`src/rtl/shift_add_mult_ctrl.sv`:
```
// Moore sequencer for an N-bit shift-add multiplier built from registered mux cells.
// Every output except add_en comes straight from a flop, so no decode glitch reaches the datapath.
module shift_add_mult_ctrl #(
  parameter int N  = 8,
  parameter int CW = $clog2(N + 1)
) (
  input  logic CLK,
  input  logic CLR,
  input  logic start,
  input  logic q0,
  output logic m_ld,
  output logic q_ld,
  output logic q_src,
  output logic a_ld,
  output logic a_clr,
  output logic add_en,
  output logic busy,
  output logic done
);

  typedef enum logic [1:0] {IDLE, LOAD, RUN, DONE} state_t;

  localparam logic [CW-1:0] LAST = CW'(N - 1);

  state_t        state_q;
  logic [CW-1:0] cnt_q;
  logic [CW-1:0] cnt_d;
  logic          m_ld_q;
  logic          q_ld_q;
  logic          q_src_q;
  logic          a_ld_q;
  logic          a_clr_q;
  logic          busy_q;
  logic          done_q;

  always_comb cnt_d = cnt_q + CW'(1);

  // Output flops hold the values belonging to the state being entered.
  always_ff @(posedge CLK or posedge CLR) begin
    if (CLR) begin
      state_q <= IDLE;
      cnt_q   <= '0;
      m_ld_q  <= 1'b0;
      q_ld_q  <= 1'b0;
      q_src_q <= 1'b0;
      a_ld_q  <= 1'b0;
      a_clr_q <= 1'b0;
      busy_q  <= 1'b0;
      done_q  <= 1'b0;
    end else begin
      m_ld_q  <= 1'b0;
      q_ld_q  <= 1'b0;
      q_src_q <= 1'b0;
      a_ld_q  <= 1'b0;
      a_clr_q <= 1'b0;
      busy_q  <= 1'b0;
      done_q  <= 1'b0;
      case (state_q)
        IDLE: begin
          if (start) begin
            state_q <= LOAD;
            m_ld_q  <= 1'b1;
            q_ld_q  <= 1'b1;
            a_clr_q <= 1'b1;
            busy_q  <= 1'b1;
          end
        end
        LOAD: begin
          state_q <= RUN;
          cnt_q   <= '0;
          a_ld_q  <= 1'b1;
          q_ld_q  <= 1'b1;
          q_src_q <= 1'b1;
          busy_q  <= 1'b1;
        end
        RUN: begin
          if (cnt_q == LAST) begin
            // Return the counter to zero rather than letting it reach N.
            state_q <= DONE;
            cnt_q   <= '0;
            done_q  <= 1'b1;
          end else begin
            cnt_q   <= cnt_d;
            a_ld_q  <= 1'b1;
            q_ld_q  <= 1'b1;
            q_src_q <= 1'b1;
            busy_q  <= 1'b1;
          end
        end
        DONE: begin
          state_q <= IDLE;
        end
        default: begin
          state_q <= IDLE;
        end
      endcase
    end
  end

  assign m_ld   = m_ld_q;
  assign q_ld   = q_ld_q;
  assign q_src  = q_src_q;
  assign a_ld   = a_ld_q;
  assign a_clr  = a_clr_q;
  assign busy   = busy_q;
  assign done   = done_q;
  // a_ld_q is high exactly during RUN, so it gates the live multiplier bit.
  assign add_en = a_ld_q & q0;

endmodule
```
`config.mk`:
```
export PLATFORM = sky130hd
export DESIGN_NAME = shift_add_mult_ctrl
export DESIGN_NICKNAME = d
export VERILOG_FILES = /design/src/rtl/shift_add_mult_ctrl.sv
export SDC_FILE = /design/constraint.sdc
export NUM_CORES = 1
export LEC_CHECK = 0
export CAP_MARGIN = 0
export CORE_UTILIZATION = 40
export CTS_BUF_LIST = sky130_fd_sc_hd__clkbuf_8
export DETAILED_ROUTE_END_ITERATION = 7
export GPL_TIMING_DRIVEN = 0
export PLACE_DENSITY = 0.66
export REMOVE_ABC_BUFFERS = 1
export SLEW_MARGIN = 20
export SYNTH_ARGS = -nofsm -noshare
export SYNTH_HDL_FRONTEND = slang
export SYNTH_SLANG_ARGS = --single-unit
```
`constraint.sdc`:
```
create_clock -name CLK -period 1.35 [get_ports CLK]
set_clock_uncertainty 0.1 [all_clocks]
set_input_delay 0.27 -clock CLK [delete_from_list [all_inputs] [get_ports CLK]]
set_output_delay 0.27 -clock CLK [all_outputs]
set_load 0.05 [all_outputs]
```
==> key figures, run 1 <==
Run status
  • Status: finished, final reports clean

Pwr
  • Sequential Power Share: 0.245
  • Max IR drop VDD: around 1.6 mV
  • P_sw: 877 uW
  • Internal: around 1.1 mW
  • Clk pwr share: 0.154
  • Power, Total: between 1.5 and 2 mW
  • PwrDens: approximately 2600 nW/um2
  • Gate power share: 0.602
  • Leak: between 0.3 and 0.4 nW
  • Switching portion of total power: 0.451

Setup path
  • CP max FO: 3
  • Cells along the critical path: clkdlybuf4s18_2
  • WP data arrival: between 900 and 1000 ps
  • Worst r2r src: state_q[1]
  • Worst endpoint required time: just under 1000 ps
  • Cells on worst reg2reg path: 4
  • Bufs and invs on worst path: 1
  • Max stage delay on crit path: between 300 and 400 ps
  • Worst path slowest cell: dfrtp_1
  • R2R Setup Slk: roughly 40 ps
  • Setup Crit Path Kind: reg -> out
  • Top Family by Delay on Critical Path: flip-flops
  • Worst R2R End: cnt_q[0]
  • Setup crit start kind: register
  • Critical Path End Type: output port

Clock tree
  • CTS clk-pin slew, worst paths: ~50 ps
  • Clk buf depth: 2
  • Hold_buf cts: 0
  • CTS buffer count: 3
  • CTS root buffer: clkbuf_8
  • Latest clock arrival within the worst-skew pair: between 200 and 250 ps
  • CTS tree: yes
  • Clk sinks: 10
  • H-tree lvl count: 1

Placement
  • Placed cells: between 70 and 80
  • Post-place setup slack: -635 ps
  • RePlAce Congestion: around 0.8
  • Port bufs: 11
  • DP HPWL: slightly below 600 um

Die
  • Die W: slightly below 40 um
  • Starting Density: 0.456
  • # rows: 12
  • IO Count: 12
  • Die area: 1500 um2
  • Core ar.: between 1000 and 1500 um2
  • Die extent in y: between 30 and 40 um

Timing
  • Minimum clock period: around 1300 ps
  • Max Slew Vio Count: 0
  • Peak Freq: about 750 MHz
  • Final setup vio count: 0
  • Final period util: 0.982
  • Slew @ Worst Pin: between 300 and 400 ps
  • Relative slew margins: 0.748
  • RSZ-0062 raised after global routing: no
  • Endpoints failing hold: 0
  • Final worst slack: about 24 ps

Routing
  • Vias: approximately 380
  • First-pass detailed-route iteration total: 4
  • 1st-iter DRT viols: 4
  • Avg WL per Cell: 12.0 um
  • Total Wirelength: 923 um
  • Residual DRC: 0
  • Final ANT Viol Nets: 0
  • Drt via density: approximately 5

Logic synthesis
  • Flops & latches, synth: 10
  • Yosys Warn Count: 0
  • Sequential fraction of the synthesis area: 0.463
  • Area share of the largest cell type after synthesis: 0.463
  • Post-synth cell types: 20
  • Largest area contributor in the netlist: dfrtp_1
  • Syn Inst Count: between 40 and 50
  • Syn Std Cell Area: approximately 540 um2
  • Largest cells by area after synthesis: dfrtp_1 (46%), ha_1 (14%), buf_4 (4.2%)
  • Syn Area/Cell: about 11 um2

GRT
  • Vias in the first global route: about 360
  • Initial antenna violation count: 0
  • Total gr overflow: 0
  • GRT Total Usage: 0.161
  • First-pass GRT wire length: approximately 1500 um
  • Largest net degree at the start of global routing: 11

Layout
  • Nets: 75
  • Share of cells above drive strength 1: 0.413
  • Most common cell after layout, fill and taps aside: dfrtp_1
  • # diodes: 0
  • Finished Layout Cells: 77
  • Most frequent cells in the layout: dfrtp_1 (10), nand2_1 (5), clkdlybuf4s15_2 (5)
  • Area delta synth->final: 40.5%

Run
  • Max-Cap Viols: 0

Min path
  • Worst Hold Class: in -> async
[area by class of cell]
type | instances | area, um2
clock buffer | 3 | 41.3
fill | 100 | 427
inverter | 6 | 25.0
multi-input combinational | 30 | 288
sequential | 10 | 250
tap | 14 | 17.5
timing repair buffer | 14 | 138
[worst max-delay path by stage]
stage / to / slack [ps] / cells after the start / startpoint
floorplan: add_en / -450 / 1 / a_ld
finish: a_ld / 20 / 1 / a_ld
global placement: add_en / -630 / 3 / q0
detailed placement: add_en / -640 / 3 / q0
CTS: state_q[1] / 0.3 / 4 / cnt_q[0]
global route: a_ld / 3 / 1 / a_ld
[flip-flops by register name (all words and copies together), names as in the netlist]
| signal | flops |
|---|---|
| cnt_q | 4 |
| state_q | 2 |
| a_clr | 1 |
| a_ld | 1 |
| busy | 1 |
| done | 1 |
[power by group through the flow]
| stage | clock [mW] | combinational [mW] | sequential (mW) |
|---|---|---|---|
| 3_3_place_gp | 0 | 0.962 | 0.475 |
| 5_1_grt | 0.322 | 1.27 | 0.485 |
| 4_1_cts | 0.304 | 1.13 | 0.464 |
| 6_report | 0.299 | 1.17 | 0.476 |
| 3_5_place_dp | 0 | 0.964 | 0.479 |
| 2_1_floorplan | 0 | 0.474 | 0.709 |
[cells by family after synthesis]
kind of cell	Yosys count	share of synthesized area
fa+ha+maj	6	0.139
mux	2	0.0370
flops	10	0.463
buf+inv	9	0.0833
compound gates	9	0.120
simple gates	13	0.157
[cell usage after synthesis, drive strengths merged]
cell type and count:
a21oi 3, a22o 2, and2 1, and3 1, buf 3, dfrtp 10, ha 6, inv 6
mux2i 2, nand2 5, nand3b 1, nor2 2, nor2b 1, nor4 1, o21ai 2, o2bb2ai 1
o32a 1, or2b 1
[repair_timing]
item / in CTS / in global routing
setup buffers: 3 / 0
pin swaps: 3 / 3
setup endpoints to repair: 13 / 7
resized for setup: 36 / 7
[routing by layer]
layer / vias up / global-route usage / part of all wire
met5: - / 0 / 0
met1: 172 / 0.205 / 0.46
met3: 2 / 0.0347 / 0.046
li1: 193 / - / -
met2: 12 / 0.242 / 0.48
met4: 0 / 0.103 / 0.011
[worst reg2reg max path, cell delays in order, from the launching register on]
cell,delay [ps]
dfrtp_1,360
inv_2,80
ha_4,300
or2b_1,230
o21ai_0,150
[per-stage QoR]
stage / area [um2] / hold WS (ps) / utilization / setup TNS (ps)
final: 759 / 218 / 0.640 / 0
after global placement: 646 / 400 / 0.544 / -1860
after floorplan: 518 / 10.2 / - / -500
after global routing: 759 / 260 / 0.640 / 0
after CTS: 749 / 231 / 0.632 / 0
after detailed placement: 646 / 406 / 0.544 / -1870
No activity file was read; power rests on OpenSTA's default activity.
==> run 2, diff against run 1 <==
- ABC_AREA: default -> 1
- SLEW_MARGIN: 20 -> default
==> key figures, run 2 <==
Die
  • Die extent in y: 39.2 um
  • IO Count: 12
  • Die area: around 1500 um2
  • Core ar.: between 1000 and 1500 um2
  • # rows: 13
  • Die W: around 39 um
  • Starting Density: 0.426

Logic synthesis
  • EDFF count, synth: 0
  • Most frequent cell after synthesis: nand2_1
  • Yosys Warn Count: 0
  • Syn Area/Cell: around 8.5 um2
  • Flops & latches, synth: 10
  • Sequential fraction of the synthesis area: 0.451
  • Synth cell count leaders: nand2_1 (14), inv_1 (13), dfrtp_1 (10), ha_1 (6)
  • Syn Inst Count: 65
  • Largest area contributor in the netlist: dfrtp_1
  • Post-synth cell types: 14
  • Post-synth ARST share: 1.00
  • Largest cells by area after synthesis: dfrtp_1 (45%), ha_1 (14%), nand2_1 (9.5%)
  • Area share of the largest cell type after synthesis: 0.451
  • Most used DFF post-synth: dfrtp_1
  • Syn Std Cell Area: between 500 and 600 um2

Layout
  • Multi-input gate area: between 200 and 300 um2
  • # diodes: 0
  • Most common cell after layout, fill and taps aside: nand2_1
  • Largest regs: cnt_q (4), state_q (2)
  • Nets: 90
  • Area delta synth->final: 32.3%
  • End-of-flow core utilization: 0.563
  • Total area of sequential cells: around 250 um2
  • Max reg flops: 4
  • Finished Layout Cells: 94
  • Most frequent cells in the layout: nand2_1 (14), inv_1 (12), dfrtp_1 (10)
  • Biggest register: cnt_q
  • Filler instances: 120
  • Share of cells above drive strength 1: 0.278

Setup path
  • Worst R2R End: state_q[0]
  • Setup Crit Path Kind: reg -> reg
  • Max stage delay on crit path: 350 ps
  • Setup crit start kind: register
  • Cells along the critical path: inv_1 > ha_2 > or2_2 > nand3_1 > nand2_1
  • Worst r2r src: state_q[0]
  • R2R Setup Slk: between 30 and 40 ps
  • WP data arrival: 1340 ps
  • Cells on worst reg2reg path: 5
  • Crit path capture: state_q[0]
  • Critical Path End Type: register
  • Worst Setup SP: state_q[0]
  • Worst path slowest cell: dfrtp_1
  • CP max FO: 5
  • Worst endpoint required time: ~1400 ps

Routing
  • Avg WL per Cell: a little over 10 um
  • First-pass detailed-route iteration total: 4
  • Drt via density: about 4.5
  • Total Wirelength: between 900 and 1000 um
  • 1st-iter DRT viols: 11
  • Vias: between 400 and 500
  • Residual DRC: 0
  • Final ANT Viol Nets: 0

Pwr
  • Switching portion of total power: 0.458
  • Sequential Power Share: 0.245
  • Clk pwr share: 0.196
  • Max IR drop VDD: 1.46 mV
  • PwrDens: between 2000 and 3000 nW/um2
  • P_sw: roughly 900 uW
  • Leak: 0.400 nW
  • Gate power share: 0.559
  • Internal: 1.05 mW

Timing
  • Relative slew margins: 0.728
  • Peak Freq: between 700 and 800 MHz
  • Endpoints failing hold: 0
  • Final period util: 0.971
  • RSZ-0062 raised after global routing: yes
  • Minimum clock period: about 1300 ps
  • Final setup vio count: 0
  • Slew @ Worst Pin: ~410 ps
  • Max Slew Vio Count: 0

GRT
  • GRT Total Usage: 0.157
  • Initial antenna violation count: 0
  • Largest net degree at the start of global routing: 11
  • Total gr overflow: 0
  • First-pass GRT wire length: between 1500 and 2000 um
  • Vias in the first global route: around 370

Clock tree
  • H-tree lvl count: 1
  • CTS tree: yes
  • CTS clk-pin slew, worst paths: around 50 ps
  • Clk sinks: 10
  • CTS buffer count: 3
  • Clk buf depth: 2
  • Latest clock arrival within the worst-skew pair: 240 ps
  • CTS root buffer: clkbuf_8

Placement
  • DP HPWL: about 630 um
  • RePlAce Congestion: 0.739
  • Port bufs: 11
  • Placed cells: approximately 90

Min path
  • Worst Hold Class: in -> async

Run status
  • Status: finished, final reports clean

Run
  • Max-Cap Viols: 0
-- run 2: stage by stage --
stage	setup TNS (ps)	power [mW]	hold slack [ps]	instance area, um2	setup WS (ps)
CTS	-210	1.93	232	746	-105
global route	-128	2.08	267	733	-41.7
floorplan	-369	1.22	10.2	532	-369
finish	0	1.93	217	733	39.4
detailed placement	-2040	1.47	405	661	-621
global placement	-1920	1.46	398	661	-607
-- run 2: worst min-delay path by stage --
stage | slack, ps | cells past startpoint | from | endpoint
3_3_place_gp | 400 | 2 | cnt_q[1] | cnt_q[1]
4_1_cts | 230 | 2 | CLR | busy
6_report | 220 | 2 | CLR | state_q[0]
5_1_grt | 270 | 2 | CLR | busy
2_1_floorplan | 10 | 1 | CLR | a_clr
3_5_place_dp | 410 | 2 | cnt_q[1] | cnt_q[1]
-- run 2: timing repair --
item / 4_1_cts / 5_1_grt
gates resized for setup: 29 / 9
hold endpoints to repair: 0 / 0
buffers inserted: 1 / 1
endpoints found under the setup margin: 13 / 8
hold buffers: 0 / 0
pin swaps: 0 / 4
-- run 2: critical path, delay by kind of cell (launching register included) --
kind                       cells  cell delay, ps
DFF                            1             350
buffers and inverters          1             100
adders and majority gates      1             240
and+or+nand+nor                3             410
-- run 2: area by class of cell --
type | instances | share of cell area
tap | 15 | 0.0256
sequential | 10 | 0.341
multi-input combinational | 39 | 0.343
clock buffer | 4 | 0.0751
inverter | 13 | 0.0666
timing repair buffer | 13 | 0.148
-- run 2: power groups by stage --
stage	combinational [mW]	sequential, mW	clock (mW)
after floorplan	0.496	0.719	0
after global placement	0.982	0.481	0
after detailed placement	0.987	0.485	0
after CTS	1.07	0.471	0.382
after global routing	1.21	0.482	0.391
final	1.08	0.473	0.379
-- run 2: kinds of logic after synthesis --
logic type	Yosys count	synth area share
DFF	10	0.451
xor gates and xnor gates	1	0.0158
AOI/OAI and AO/OA	6	0.0587
adders and majority gates	6	0.135
buffers and inverters	16	0.129
and+or+nand+nor	26	0.210
-- run 2: routing by layer --
metal,GRT usage,vias up,part of all wire
li1,-,223,-
met4,0.103,0,0.024
met5,0,-,0
met3,0.0520,4,0.054
met2,0.246,16,0.45
met1,0.178,184,0.47
